File: config.mk
export PLATFORM = sky130hd
export DESIGN_NAME = bht_ctrl_128
export DESIGN_NICKNAME = d
export VERILOG_FILES = /design/src/rtl/bht_ctrl_128_pkg.sv /design/src/rtl/bht_ctrl_128_sat_counter_2b.sv /design/src/rtl/bht_ctrl_128.sv
export SDC_FILE = /design/constraint.sdc
export NUM_CORES = 1
export LEC_CHECK = 0
export ABC_AREA = 1
export BUFFER_PORTS_ARGS = -buffer_cell sky130_fd_sc_hd__buf_2
export CORE_ASPECT_RATIO = 1.4
export CORE_UTILIZATION = 55
export CTS_BUF_LIST = sky130_fd_sc_hd__clkbuf_16
export DETAILED_ROUTE_END_ITERATION = 8
export GPL_ROUTABILITY_DRIVEN = 0
export PLACE_DENSITY = 0.71
export SYNTH_ARGS = -nofsm -noshare
export SYNTH_HDL_FRONTEND = slang
export SYNTH_HIERARCHICAL = 1
export SYNTH_SLANG_ARGS = --single-unit
File: constraint.sdc
create_clock -name clock -period 11.4 [get_ports clock]
set_input_delay 0.57 -clock clock [delete_from_list [all_inputs] [get_ports clock]]
set_output_delay 0.57 -clock clock [all_outputs]
set_load 0.03 [all_outputs]
File: src/rtl/bht_ctrl_128_pkg.sv
// Shared definitions for the 128-entry branch history table controller:
// counter encodings, FSM states and table geometry.
package bht_ctrl_128_pkg;

    localparam int ENTRIES = 128;
    localparam int IDX_W   = 7;

    typedef enum logic [1:0] {
        SNT = 2'b00,
        WNT = 2'b01,
        WT  = 2'b10,
        ST  = 2'b11
    } ctr_e;

    localparam logic [1:0] INIT_STATE = WNT;

    typedef enum logic {
        FSM_IDLE  = 1'b0,
        FSM_CLEAR = 1'b1
    } fsm_e;

endpackage

File: src/rtl/bht_ctrl_128_sat_counter_2b.sv
// Two-bit saturating counter next-state function used on the update path.
module sat_counter_2b
    import bht_ctrl_128_pkg::*;
(
    input  logic [1:0] state,
    input  logic       taken,
    output logic [1:0] next
);

    always_comb begin
        next = state;
        if (taken) begin
            if (state != ST) next = state + 2'd1;
        end else begin
            if (state != SNT) next = state - 2'd1;
        end
    end

endmodule

File: src/rtl/bht_ctrl_128.sv
// Branch history table controller: owns 128 two-bit counters, serves the
// fetch-stage lookup combinationally and applies execute-stage updates.
//
// state     | meaning
// ----------+-----------------------------------------------------------
// FSM_IDLE  | normal operation; updates accepted, lookups show the table
// FSM_CLEAR | sweeping entry[ptr] back to INIT_STATE, one entry per cycle
module bht_ctrl_128
    import bht_ctrl_128_pkg::*;
(
    input  logic             clock,
    input  logic             reset,
    input  logic [IDX_W-1:0] lookup_index,
    output logic [1:0]       pred_state,
    output logic             pred_taken,
    input  logic             upd_valid,
    input  logic [IDX_W-1:0] upd_index,
    input  logic             upd_taken,
    input  logic             clear_req,
    output logic             busy,
    output logic [15:0]      upd_count
);

    logic [1:0]       entry_q [ENTRIES];
    fsm_e             state_q, state_d;
    logic [IDX_W-1:0] ptr_q, ptr_d;
    logic [15:0]      upd_count_q, upd_count_d;

    logic             upd_we;
    logic             clr_we;
    logic [1:0]       upd_cur;
    logic [1:0]       upd_next;
    logic [1:0]       lo_state;
    logic [1:0]       hi_state;
    logic [1:0]       raw_state;

    always_ff @(posedge clock or posedge reset) begin
        if (reset) begin
            state_q     <= FSM_IDLE;
            ptr_q       <= '0;
            upd_count_q <= '0;
        end else begin
            state_q     <= state_d;
            ptr_q       <= ptr_d;
            upd_count_q <= upd_count_d;
        end
    end

    // A clear request in IDLE takes priority over a same-cycle update.
    always_comb begin
        state_d     = state_q;
        ptr_d       = ptr_q;
        upd_count_d = upd_count_q;
        upd_we      = 1'b0;
        clr_we      = 1'b0;
        case (state_q)
            FSM_IDLE: begin
                if (clear_req) begin
                    state_d = FSM_CLEAR;
                    ptr_d   = '0;
                end else if (upd_valid) begin
                    upd_we      = 1'b1;
                    upd_count_d = upd_count_q + 16'd1;
                end
            end
            FSM_CLEAR: begin
                clr_we = 1'b1;
                ptr_d  = ptr_q + 1'b1;
                if (ptr_q == IDX_W'(ENTRIES - 1)) begin
                    state_d = FSM_IDLE;
                end
            end
            default: begin
                state_d = FSM_IDLE;
            end
        endcase
    end

    assign upd_cur = entry_q[upd_index];

    sat_counter_2b u_sat (
        .state (upd_cur),
        .taken (upd_taken),
        .next  (upd_next)
    );

    always_ff @(posedge clock or posedge reset) begin
        if (reset) begin
            for (int i = 0; i < ENTRIES; i++) entry_q[i] <= INIT_STATE;
        end else begin
            for (int i = 0; i < ENTRIES; i++) begin
                if (clr_we && (ptr_q == IDX_W'(i))) begin
                    entry_q[i] <= INIT_STATE;
                end else if (upd_we && (upd_index == IDX_W'(i))) begin
                    entry_q[i] <= upd_next;
                end
            end
        end
    end

    // 128:1 read mux split on bit 6 into two 64-entry halves.
    assign lo_state  = entry_q[{1'b0, lookup_index[IDX_W-2:0]}];
    assign hi_state  = entry_q[{1'b1, lookup_index[IDX_W-2:0]}];
    assign raw_state = lookup_index[IDX_W-1] ? hi_state : lo_state;

    assign busy       = (state_q == FSM_CLEAR);
    assign pred_state = busy ? INIT_STATE : raw_state;
    assign pred_taken = pred_state[1];
    assign upd_count  = upd_count_q;

endmodule

==> reports/qor.yml <==
ff2ff_setup_slack_ps: 7460
grt_max_degree: 125
post_cts_buffers: 0
hold_buffers: 0
regArea_sq_mm: 0.00717
final_common_cell: "nand2_1"
path_delay_family: "buffers and inverters"
end_kind: "register"
fin_crit_sh: 0.407
yosys_warnings: 6
std_cell_rows: 76
utilization: 0.604
crit_slowest_cell: "inv_2"
crit_path_max_fanout: 50
grt_pass1_vias: 18031
final.fill_count: 2902
setup_tns_ps: 0
firstDrtPassIters: 9
power_density_mw_per_mm2: 163
worstReg2RegStart: "entry_q[22]$_DFFE_PP1P_"
path_cells: "buf_2 -> nand2_2 -> buf_4 -> inv_2 -> nand2_1 -> nand4_1 -> nand2_1 -> nand2_1 -> o21ai_0 -> nand3_1 -> nor2_1 -> nor2_1 -> nand2_1 -> nand2_4 -> buf_4 -> inv_1 -> buf_4 -> o221ai_1"
io_pins: 39
tightest_slew_ps: 1120
yosysTopAreaCell: "dfrtp_1"
r2r-end: "entry_q[108]$_DFFE_PP1P_"
r2r.worst_path.cells: 15
rsz0062_at_grt: "no"
synthTopCellsByArea: "dfrtp_1 (22%), dfstp_2 (19%), nand2_1 (15%)"
maxCapViolCount: 0
dieWidth_um: 153
worst_hold_path_type: "in -> async"
core_sq_mm: 0.0311
die_area_sq_mm: 0.0326
cp.required_ps: 11890
syn_to_final_growth_pct: 7.23
die_h_um: 213
arrival_ps: 5130
cts_max_level: 1
dr.first_iter.drc_count: 2487
post-route-min-period_ps: 4640
grt.total_usage: 0.425
clk_pin_slew_ps: 60
syn_inst: 2543
hpwl_mm: 44.2
cts_buffers: 31
critical_path_buf_inv_count: 6
clock.fmax_mhz: 216
drc_errors: 2
wl_per_cell_um: 23.4
vias: 18757
slew_headroom: 0.256
syn-num-nets: 2567
cpMostUsedCell: "nand2_1"
ir_drop_uv: 116
synth-seq-area-share: 0.409
start_kind: "primary input"
start_util: 0.563
synth_top_area_frac: 0.217
cts_tree: "yes"
power_leakage_nw: 8.48
clk-insertion-delay-late_ps: 590
ys_ff_latch: 280
fin_skew_ps: 14.7
status: "finished, violations left"
clock_sinks: 280
mostFrequentLayoutCells: "nand2_1 (714), nor2_1 (298), nand3_1 (260), o21ai_0 (204), inv_1 (194)"
antenna_found_initial: 1
finalHoldViolCount: 0
violations: "design-rule violations"
routed_via_density: 6.42
ant_nets: 0
critical_path_class: "in -> reg"
slew_viol_final: 0
yosysUniqueCellTypes: 40
post_cts_resized: 0
finalSetupViolations: 0
cts_max_path_buffers: 3
cts-root-buf: "clkbuf_16"
avgSynthCellArea_sq_um: 6.89
grt-ovfl-total: 0
synth_area_sq_mm: 0.0175
port_buffers: 38
grt_pass1_wl_mm: 104
slowest_delay_ps: 750
routed_wl_mm: 68.4
nNetsFinal: 2529
drive_gt1_frac: 0.123
multi_input_area_sq_mm: 0.00895
## cell type report
type,count,area share
well taps,390,0.0260
diodes,1,0.000133
multi-input cells,1904,0.477
clock inverters,26,0.00873
flip-flops and latches,280,0.382
repair buffers,62,0.0199
inverters,226,0.0456
clock buffers,31,0.0413
## per-layer routing
metal | vias up | routed length, um | track usage
met4 | 0 | 6520 | 0.363
met3 | 414 | 8890 | 0.103
met1 | 8584 | 23300 | 0.502
met2 | 1444 | 29700 | 0.657
li1 | 8315 | - | -
met5 | - | 0 | 0
## flip-flops by register name, summed over array words and instances (netlist names)
| signal | count |
|---|---|
| entry_q | 256 |
| ptr_q | 7 |
| busy | 1 |
| upd_count | 16 |
## stage by stage
| step | worst slack, ps | power [mW] | instance area [sq um] | cells | hold WS (ps) |
|---|---|---|---|---|---|
| after floorplan | 3320 | 1.77 | 17500 | 2543 | 454 |
| after global placement | 6420 | 2.05 | 17800 | 2862 | 457 |
| after detailed placement | 6410 | 2.07 | 17800 | 2862 | 470 |
| after CTS | 7000 | 3.02 | 18800 | 2919 | 195 |
| after global routing | 6620 | 3.16 | 18800 | 2920 | 225 |
| final | 6760 | 3.05 | 18800 | 2920 | 151 |
## worst max-delay path by stage
stage                  from                        to  slack (ps)  depth (start not counted)
5_1_grt        upd_index[0]  entry_q[108]$_DFFE_PP1P_        6620                         18
2_1_floorplan         reset            busy$_DFF_PP0_        3320                          1
6_report       upd_index[0]  entry_q[108]$_DFFE_PP1P_        6760                         18
3_5_place_dp   upd_index[0]  entry_q[108]$_DFFE_PP1P_        6410                         18
3_3_place_gp   upd_index[1]    entry_q[0]$_DFFE_PP1P_        6420                         20
4_1_cts        upd_index[1]  entry_q[108]$_DFFE_PP1P_        7000                         18
## worst reg2reg max path, stage by stage (launching register included)
cell,delay (ps)
dfstp_2,380
nand2_1,50
o21ai_0,90
o21ai_0,540
nand2_1,110
o21ai_0,260
nand3_1,110
nor2_1,100
nor2_1,60
inv_1,50
o21ai_1,90
nand2_4,550
buf_4,680
inv_1,140
buf_4,320
o221ai_1,310
## cells in the mapped netlist (all sizes together)
library cell,count
nand4,21
o211ai,30
nor4,1
o21ai,212
nand2,718
buf,63
a31oi,3
xor2,11
inv,220
clkbuf,70
dfrtp,152
xnor2,3
o22ai,15
o221ai,3
nor2,329
o21a,29
o31ai,15
a22o,8
nand3,260
a21oi,162
a21boi,1
a22oi,43
clkinv,6
ha,5
dfstp,128
nand3b,1
o221a,8
a221oi,1
a211oi,12
nor3,5
o32ai,1
o22a,7
## logic make-up (layout without fill, tap and decap cells)
group / Yosys count / after routing / share of synthesized area
simple gates: 1335 / 1335 / 0.315
compound gates: 550 / 550 / 0.184
buf+inv: 359 / 345 / 0.0806
flops: 280 / 280 / 0.409
xor+xnor: 14 / 14 / 0.00700
fa+ha+maj: 5 / 5 / 0.00357
other cells: 0 / 1 / 0
## where the power goes
| part | switching (mW) | total, mW | internal (mW) |
|---|---|---|---|
| clock | 0.429 | 0.962 | 0.533 |
| combinational | 0.602 | 0.792 | 0.190 |
| sequential | 0.117 | 1.30 | 1.18 |
| total | 1.15 | 3.05 | 1.91 |
Note: power is estimated with default switching activity, not from simulation.
